## src/rtl/tick_pkg.sv

```systemverilog
// Shared types for tick-driven timers and other tick consumers.
// Latency: n/a (declarations only).
// Backpressure: n/a (declarations only).
package tick_pkg;

   // Timer control states shared by all tick consumers
   typedef enum logic [1:0] {
      IDLE    = 2'd0,
      RUN     = 2'd1,
      EXPIRED = 2'd2
   } tick_timer_state_t;

endpackage : tick_pkg

```

## src/rtl/tick_edge.sv

```systemverilog
// Rising-edge detector turning the level tick_in into a one-cycle tick pulse.
// Latency: combinational pulse in the cycle tick_in first reads high.
// Backpressure: none; a level held high yields exactly one pulse.
module tick_edge (
   input  logic clk,
   input  logic rst,
   input  logic tick_in,
   output logic tick
);

   logic r_tick_q;

   // Track previous tick_in; reset to 1 so a level already high at release is not a tick
   always_ff @(posedge clk) begin
      if (rst) begin
         r_tick_q <= 1'b1;
      end else begin
         r_tick_q <= tick_in;
      end
   end

   assign tick = tick_in & ~r_tick_q;

endmodule : tick_edge

```

## src/rtl/tick_timer.sv

```systemverilog
// Loadable down-counter timer decremented on tick_in rising edges; sticky irq on expiry.
// Latency: load/start/tick effects are visible one cycle after the strobe (registered).
// Backpressure: none; strobes are single-cycle and always accepted. Optional TICK_TIMER_AUTORELOAD_EN.
module tick_timer
   import tick_pkg::*;
#(
   parameter int WIDTH = 16
) (
   input  logic             clk,
   input  logic             rst,
   input  logic             tick_in,
   input  logic             load_valid,
   input  logic [WIDTH-1:0] load_value,
   input  logic             start,
   input  logic             stop,
   input  logic             irq_ack,
   output logic [WIDTH-1:0] count,
   output logic             busy,
   output logic             irq
);

   tick_timer_state_t r_state;
   logic [WIDTH-1:0]  r_count;
   logic [WIDTH-1:0]  r_reload;
   logic              r_irq;
   logic              w_tick;
   logic              w_start;

   tick_edge u_tick_edge (
      .clk     (clk),
      .rst     (rst),
      .tick_in (tick_in),
      .tick    (w_tick)
   );

   // stop wins over start when both arrive together
   assign w_start = start & ~stop;

   // Timer FSM, counter, reload register and sticky irq (a later set overrides the ack clear)
   always_ff @(posedge clk) begin
      if (rst) begin
         r_state  <= IDLE;
         r_count  <= '0;
         r_reload <= '0;
         r_irq    <= 1'b0;
      end else begin
         if (irq_ack) begin
            r_irq <= 1'b0;
         end
         case (r_state)
            IDLE: begin
               if (load_valid) begin
                  r_reload <= load_value;
                  r_count  <= load_value;
               end
               if (w_start && (r_count != '0)) begin
                  r_state <= RUN;
               end
            end
            EXPIRED: begin
               if (load_valid) begin
                  r_reload <= load_value;
                  r_count  <= load_value;
               end
               if (w_start && (r_reload != '0)) begin
                  r_count <= r_reload;
                  r_state <= RUN;
               end
            end
            RUN: begin
               if (load_valid) begin
                  r_reload <= load_value;
               end
               if (stop) begin
                  r_state <= IDLE;
               end else if (w_tick) begin
                  if (r_count == WIDTH'(1)) begin
                     r_irq <= 1'b1;
`ifdef TICK_TIMER_AUTORELOAD_EN
                     if (r_reload != '0) begin
                        r_count <= r_reload;
                     end else begin
                        r_count <= '0;
                        r_state <= EXPIRED;
                     end
`else
                     r_count <= '0;
                     r_state <= EXPIRED;
`endif
                  end else begin
                     r_count <= r_count - WIDTH'(1);
                  end
               end
            end
            default: begin
               r_state <= IDLE;
            end
         endcase
      end
   end

   assign count = r_count;
   assign irq   = r_irq;
   assign busy  = (r_state == RUN);

endmodule : tick_timer

```

## config.mk

```make
export PLATFORM = sky130hd
export DESIGN_NAME = tick_timer
export DESIGN_NICKNAME = d
export VERILOG_FILES = /design/src/rtl/tick_pkg.sv /design/src/rtl/tick_edge.sv /design/src/rtl/tick_timer.sv
export SDC_FILE = /design/constraint.sdc
export NUM_CORES = 1
export LEC_CHECK = 0
export CAP_MARGIN = 10
export CORE_AREA = 2 2 69 71
export DETAILED_ROUTE_END_ITERATION = 12
export DIE_AREA = 0 0 71 73
export PLACE_DENSITY = 0.75
export SKIP_LAST_GASP = 1
export SYNTH_ARGS = -nofsm -noshare
export SYNTH_HDL_FRONTEND = slang
export SYNTH_SLANG_ARGS = --single-unit
```

## constraint.sdc

```tcl
create_clock -name clk -period 4.8 [get_ports clk]
set_input_delay 0.96 -clock clk [delete_from_list [all_inputs] [get_ports clk]]
set_output_delay 0.96 -clock clk [all_outputs]
set_load 0.01 [all_outputs]
```

==> impl_metrics.yaml, run 1 <==
detailed_routing:
  wl_per_cell_um: 16.9
  drt_pre_antenna_iters: 5
  drc: 0
  initialDrtViolationCount: 186
  via_total_after_detailed_routing: 2071
  ant_nets: 0
  wl_mm: 5.83
  vias_per_cell: 5.99
synthesis:
  synth_warnings: 0
  netlist_area_um2: 2120
  synth_cell_type_count: 47
  post_synth_most_frequent_cells: "40 x sky130_fd_sc_hd__nand2_1, 36 x sky130_fd_sc_hd__dfxtp_1, 22 x sky130_fd_sc_hd__a21oi_1"
  yosysSeqAreaShare_pct: 34.0
  net_count_synth: 280
  async_flop_share_pct: 0
  synth_area_leaders: "sky130_fd_sc_hd__dfxtp_1 34%, sky130_fd_sc_hd__nand2_1 7.1%, sky130_fd_sc_hd__a22oi_1 6.4%"
  synth-main-ff-cell: "sky130_fd_sc_hd__dfxtp_1"
  syn-mean-instance-area_um2: 8.48
  yosys.area.top_type: "sky130_fd_sc_hd__dfxtp_1"
  count_of_flip_flops_with_a_built_in_enable_after_synthesis: 0
  yosys.cell_count.top_type: "sky130_fd_sc_hd__nand2_1"
  synth_largest_type_area_fraction_pct: 34.0
  synth_cells: 250
  postSynthRegisterBits: 36
floorplan:
  die_width_um: 71
  starting_density_of_the_core_pct: 46.7
  ioPinCount: 41
  die_area_um2: 5180
  chipHeight_um: 73
  core_um2: 4540
  placement_rows: 25
worst_setup_path:
  worstPathRequired_ns: 5.01
  path_class: "in2reg"
  setup.worst_path.start_class: "primary input"
  cp_data_arrival_time_ns: 3.13
  critical_path.max_fanout: 14
  timing.critical_path.to_type: "flip-flop"
  r2r_setup_slack_ns: 2.38
timing:
  tns_ns: 0
  worst_slew_pin_slew_ns: 1.08
  maxSlewHeadroom_pct: 28.3
  setup_repair_after_global_routing_missed_its_margin: "no"
  setup_slack_ns: 1.87
  timing.fmax_ghz: 0.342
  fin_hold_ws_ns: 0.488
  final-setup-viol-count: 0
  timing.final.crit_share_pct: 60.9
  final-max-slew-violation-count: 0
  finClkSkew_ns: 0.00625
  timing.final.hold_violations: 0
  post-route-min-period_ns: 2.93
clock_network:
  ctsHtreeMaxLevel: 2
  clk-insertion-delay-late_ns: 0.29
  post_cts.repair.setup_buffers: 0
  tritoncts: "done"
  ctsHoldBuffers: 0
  clkTransAtPathRegs_ns: 0.07
  clock_sinks: 36
  cts-root-to-sink-buffers: 2
  cts_inserted_buffers: 5
  cell_at_the_root_of_the_clock_tree: "sky130_fd_sc_hd__clkbuf_8"
  post_cts.resized_instances: 0
global_routing:
  grt_start_max_net_pins: 18
  overflow: 0
  grt_first_pass_wirelength_mm: 9.63
  vias_in_the_first_global_route: 2041
  grt_antenna_before_repair: 0
  grt_usage_pct: 23.5
placed_design:
  count_of_input_and_output_buffers: 40
  place.detailed.hpwl_mm: 4.16
  gp_congestion: 0.927
  detailed_place.area_um2: 2570
  placement.setup.worst_slack_ns: 1.66
power_and_ir_drop:
  peakVddDrop_v: 0.000226
  cellLeakagePower_nw: 0.970
  cellPowerDensity_nw_per_um2: 454
  power.total_w: 0.00121
layout:
  n_fill_cell: 415
  area_growth_pct: 26.3
  diodes: 0
  final_area_um2: 2680
  drive_gt1_share_pct: 7.88
  final_nets: 322
outcome:
  status: "complete, no violations"
flow_run:
  max-cap-violations: 0
hold_path:
  tightest_hold_check_type: "reg2reg"
-- metal layers --
layer,up-vias,GRT usage (%),wire length [µm]
li1,1018,-,-
met1,957,31.0,2610
met2,83,38.0,2710
met3,13,4.42,396
met4,0,9.64,112
met5,-,0,0
-- final timing paths --
path	startpoint	endpoint	cells past startpoint
setup / recovery	stop	count[6]$_SDFFE_PP0P_	6
hold / removal	r_reload[14]$_SDFFE_PP0P_	r_reload[14]$_SDFFE_PP0P_	2
setup reg to reg	r_state[0]$_SDFFE_PP0P_	count[6]$_SDFFE_PP0P_	7
hold reg to reg	r_reload[14]$_SDFFE_PP0P_	r_reload[14]$_SDFFE_PP0P_	2
-- cells in the final DEF, fill, tap and decap left out, drive strengths merged, types with 2 or more instances in the layout --
cell           count
nand2             40
clkdlybuf4s50     40
dfxtp             36
a21oi             22
a22oi             18
o21ai             15
nor2              11
inv               10
xor2               9
nor4               8
ha                 7
clkbuf             7
nor3b              4
nand3              4
nand4b             4
nand4              4
o2bb2ai            4
buf                4
nand2b             3
a2bb2oi            3
a221o              3
xnor2              3
nor3               3
a41oi              3
and4               2
a211o              2
or2                2
or4                2
nor2b              2
a221oi             2
nand3b             2
or3                2
-- cell type report --
class | instances | area (µm²) | share of cell area, %
multi-input combinational | 195 | 1320 | 49.3
sequential | 36 | 721 | 26.9
timing repair buffer | 44 | 434 | 16.2
clock buffer | 7 | 96.3 | 3.60
tap | 54 | 67.6 | 2.52
inverter | 10 | 37.5 | 1.40
-- state kept, by name, indices dropped and copies added (netlist names) --
| register | count |
|---|---|
| count | 16 |
| r_reload | 16 |
| r_state | 2 |
| irq | 1 |
| u_tick_edge.r_tick_q | 1 |
-- cells by family (layout without fill, tap and decap cells) --
logic type / count (synthesis) / count (layout) / share of synthesized area, %
simple gates: 96 / 96 / 26.9
compound gates: 79 / 79 / 25.8
flops: 36 / 36 / 34.0
buf+inv: 19 / 61 / 3.72
xor+xnor: 12 / 12 / 4.96
fa+ha+maj: 7 / 7 / 4.13
mux: 1 / 1 / 0.472
-- through the flow --
step / instances / utilization, %
after floorplan: 250 / -
after global placement: 338 / 56.6
after detailed placement: 338 / 56.6
after CTS: 345 / 58.8
after global routing: 346 / 59.0
final: 346 / 59.0
-- power by group --
| part | internal (W) | total [W] | switching [W] |
|---|---|---|---|
| Combinational | 0.000267 | 0.000570 | 0.000303 |
| Clock | 0.000128 | 0.000234 | 0.000106 |
| Sequential | 0.000342 | 0.000410 | 0.0000687 |
| Total | 0.000736 | 0.00121 | 0.000478 |
-- critical path, stage by stage --
cell	delay [ns]
sky130_fd_sc_hd__clkdlybuf4s50_1	0.55
sky130_fd_sc_hd__nand2b_1	0.24
sky130_fd_sc_hd__nor2_1	0.09
sky130_fd_sc_hd__a311oi_2	0.93
sky130_fd_sc_hd__a22oi_1	0.22
sky130_fd_sc_hd__o21ai_0	0.13
Note: power is estimated with default switching activity, not from simulation.
==> run 2, diff against run 1 <==
Settings changed: CORE_AREA 2 2 69 71 to 2 2 71 73, DIE_AREA 0 0 71 73 to 0 0 73 75, PLACE_DENSITY 0.75 to 0.74.
Clock period 4.8 ns to 2.6 ns, I/O delays scaled along.
==> run 2 against run 1 <==
Core utilization fell by 0.21 points. Cell area rose by 2.4%. Wire length rose by 5.4%. Setup slack got worse by 1.6 ns. Via count rose by 5.9%. Die area rose by 5.6%. Non-clock buffer count rose by 8. Critical path type unchanged.
==> impl_metrics.yaml, run 2 (synthesized netlist as in run 1, its figures left out) <==
outcome:
  status: "complete, no violations"
detailed_routing:
  drc: 0
  initialDrtViolationCount: 183
  wl_per_cell_um: 17.3
  wl_mm: 6.15
  detailroute.wirelength.met3_um: 358
  vias_per_cell: 6.18
  top_layer: "met4"
  wirelength_met1_mm: 2.66
  via_total_after_detailed_routing: 2194
  drt_pre_antenna_iters: 5
  ant_nets: 0
  met2_wirelength_mm: 3.01
placed_design:
  gp_congestion: 0.894
  placement.setup.worst_slack_ns: -0.124
  detailed_place.area_um2: 2640
  count_of_input_and_output_buffers: 40
  place.detailed.hpwl_mm: 4.48
clock_network:
  ctsHtreeMaxLevel: 2
  cts-root-to-sink-buffers: 2
  cell_at_the_root_of_the_clock_tree: "sky130_fd_sc_hd__clkbuf_8"
  clkTransAtPathRegs_ns: 0.07
  cts_inserted_buffers: 5
  clock_sinks: 36
  clk-insertion-delay-late_ns: 0.30
  ctsHoldBuffers: 0
  tritoncts: "done"
power_and_ir_drop:
  cellPowerDensity_nw_per_um2: 831
  peakVddDrop_v: 0.000387
  power.total_w: 0.00228
  cellLeakagePower_nw: 1.01
global_routing:
  grt_usage_pct: 24.6
  grt_first_pass_wirelength_mm: 10.1
  grt_start_max_net_pins: 17
  overflow: 0
  grt_antenna_before_repair: 0
  vias_in_the_first_global_route: 2100
floorplan:
  die_width_um: 73
  placement_rows: 25
  die_area_um2: 5480
  starting_density_of_the_core_pct: 45.5
  ioPinCount: 41
  chipHeight_um: 75
  core_um2: 4660
layout:
  diodes: 0
  area_growth_pct: 29.3
  final_area_um2: 2740
  mostFrequentLayoutCells: "40 x sky130_fd_sc_hd__nand2_1, 40 x sky130_fd_sc_hd__clkdlybuf4s50_1, 36 x sky130_fd_sc_hd__dfxtp_1, 22 x sky130_fd_sc_hd__a21oi_1, 18 x sky130_fd_sc_hd__a22oi_1"
  drive_gt1_share_pct: 10.6
  final_nets: 330
timing:
  timing.fmax_ghz: 0.424
  post-route-min-period_ns: 2.36
  worst_slew_pin_slew_ns: 0.757
  setup_repair_after_global_routing_missed_its_margin: "no"
  setup_slack_ns: 0.243
  finClkSkew_ns: 0.00917
  maxSlewHeadroom_pct: 49.5
  final-max-slew-violation-count: 0
  timing.final.hold_violations: 0
  tns_ns: 0
  final-setup-viol-count: 0
  timing.final.crit_share_pct: 90.7
worst_setup_path:
  cp_data_arrival_time_ns: 2.60
  setup.worst_path.start_class: "primary input"
  critical_path.max_fanout: 6
  worstPathRequired_ns: 2.84
  timing.critical_path.to_type: "flip-flop"
  path_class: "in2reg"
  r2r_setup_slack_ns: 0.38
flow_run:
  max-cap-violations: 0
hold_path:
  tightest_hold_check_type: "reg2reg"
-- run 2: cell count changes in the layout (fill, tap and decap cells not counted), sizes merged --
cell | before | now
buf | 4 | 12
clkinv | 0 | 2
clkbuf | 7 | 6
-- run 2: critical path: stages --
cell	delay (ns)
sky130_fd_sc_hd__clkdlybuf4s50_1	0.49
sky130_fd_sc_hd__or3b_1	0.45
sky130_fd_sc_hd__a2111o_1	0.49
sky130_fd_sc_hd__nor3_4	0.34
sky130_fd_sc_hd__a22o_1	0.21
sky130_fd_sc_hd__a211o_1	0.09
-- run 2: metal layers --
metal,global-route usage (%),up-vias
li1,-,1036
met1,31.5,1056
met2,40.4,92
met3,4.42,10
met4,11.5,0
met5,0,-
-- run 2: timing repair --
action	in CTS	in global routing
gates resized for setup	0	1
buffers inserted	0	0
setup endpoints to repair	0	8
-- run 2: worst paths after layout --
check,start,end,cells after the start
setup / recovery,stop,count[13]$_SDFFE_PP0P_,6
hold / removal,r_reload[4]$_SDFFE_PP0P_,r_reload[4]$_SDFFE_PP0P_,2
setup reg to reg,r_reload[9]$_SDFFE_PP0P_,count[5]$_SDFFE_PP0P_,5
hold reg to reg,r_reload[4]$_SDFFE_PP0P_,r_reload[4]$_SDFFE_PP0P_,2
-- run 2: layout make-up --
class	instances	area (µm²)
clock buffer	6	82.6
multi-input combinational	195	1330
tap	54	67.6
clock inverter	2	10.0
fill	440	1920
timing repair buffer	52	490
inverter	10	37.5
sequential	36	721
-- run 2: where the power goes --
part / total, W / leakage [nW] / internal [W] / switching (W)
Combinational: 0.00110 / 0.662 / 0.000519 / 0.000579
Clock: 0.000424 / 0.0510 / 0.000212 / 0.000212
Sequential: 0.000754 / 0.296 / 0.000630 / 0.000123
Total: 0.00228 / 1.01 / 0.00136 / 0.000914
-- run 2: per-stage QoR --
stage | util, % | hold slack, ns | std cells
finish | 58.8 | 0.490 | 355
detailed placement | 56.6 | 0.479 | 347
global route | 58.8 | 0.501 | 355
CTS | 58.6 | 0.489 | 355
global placement | 56.6 | 0.472 | 347
floorplan | - | 0.459 | 250
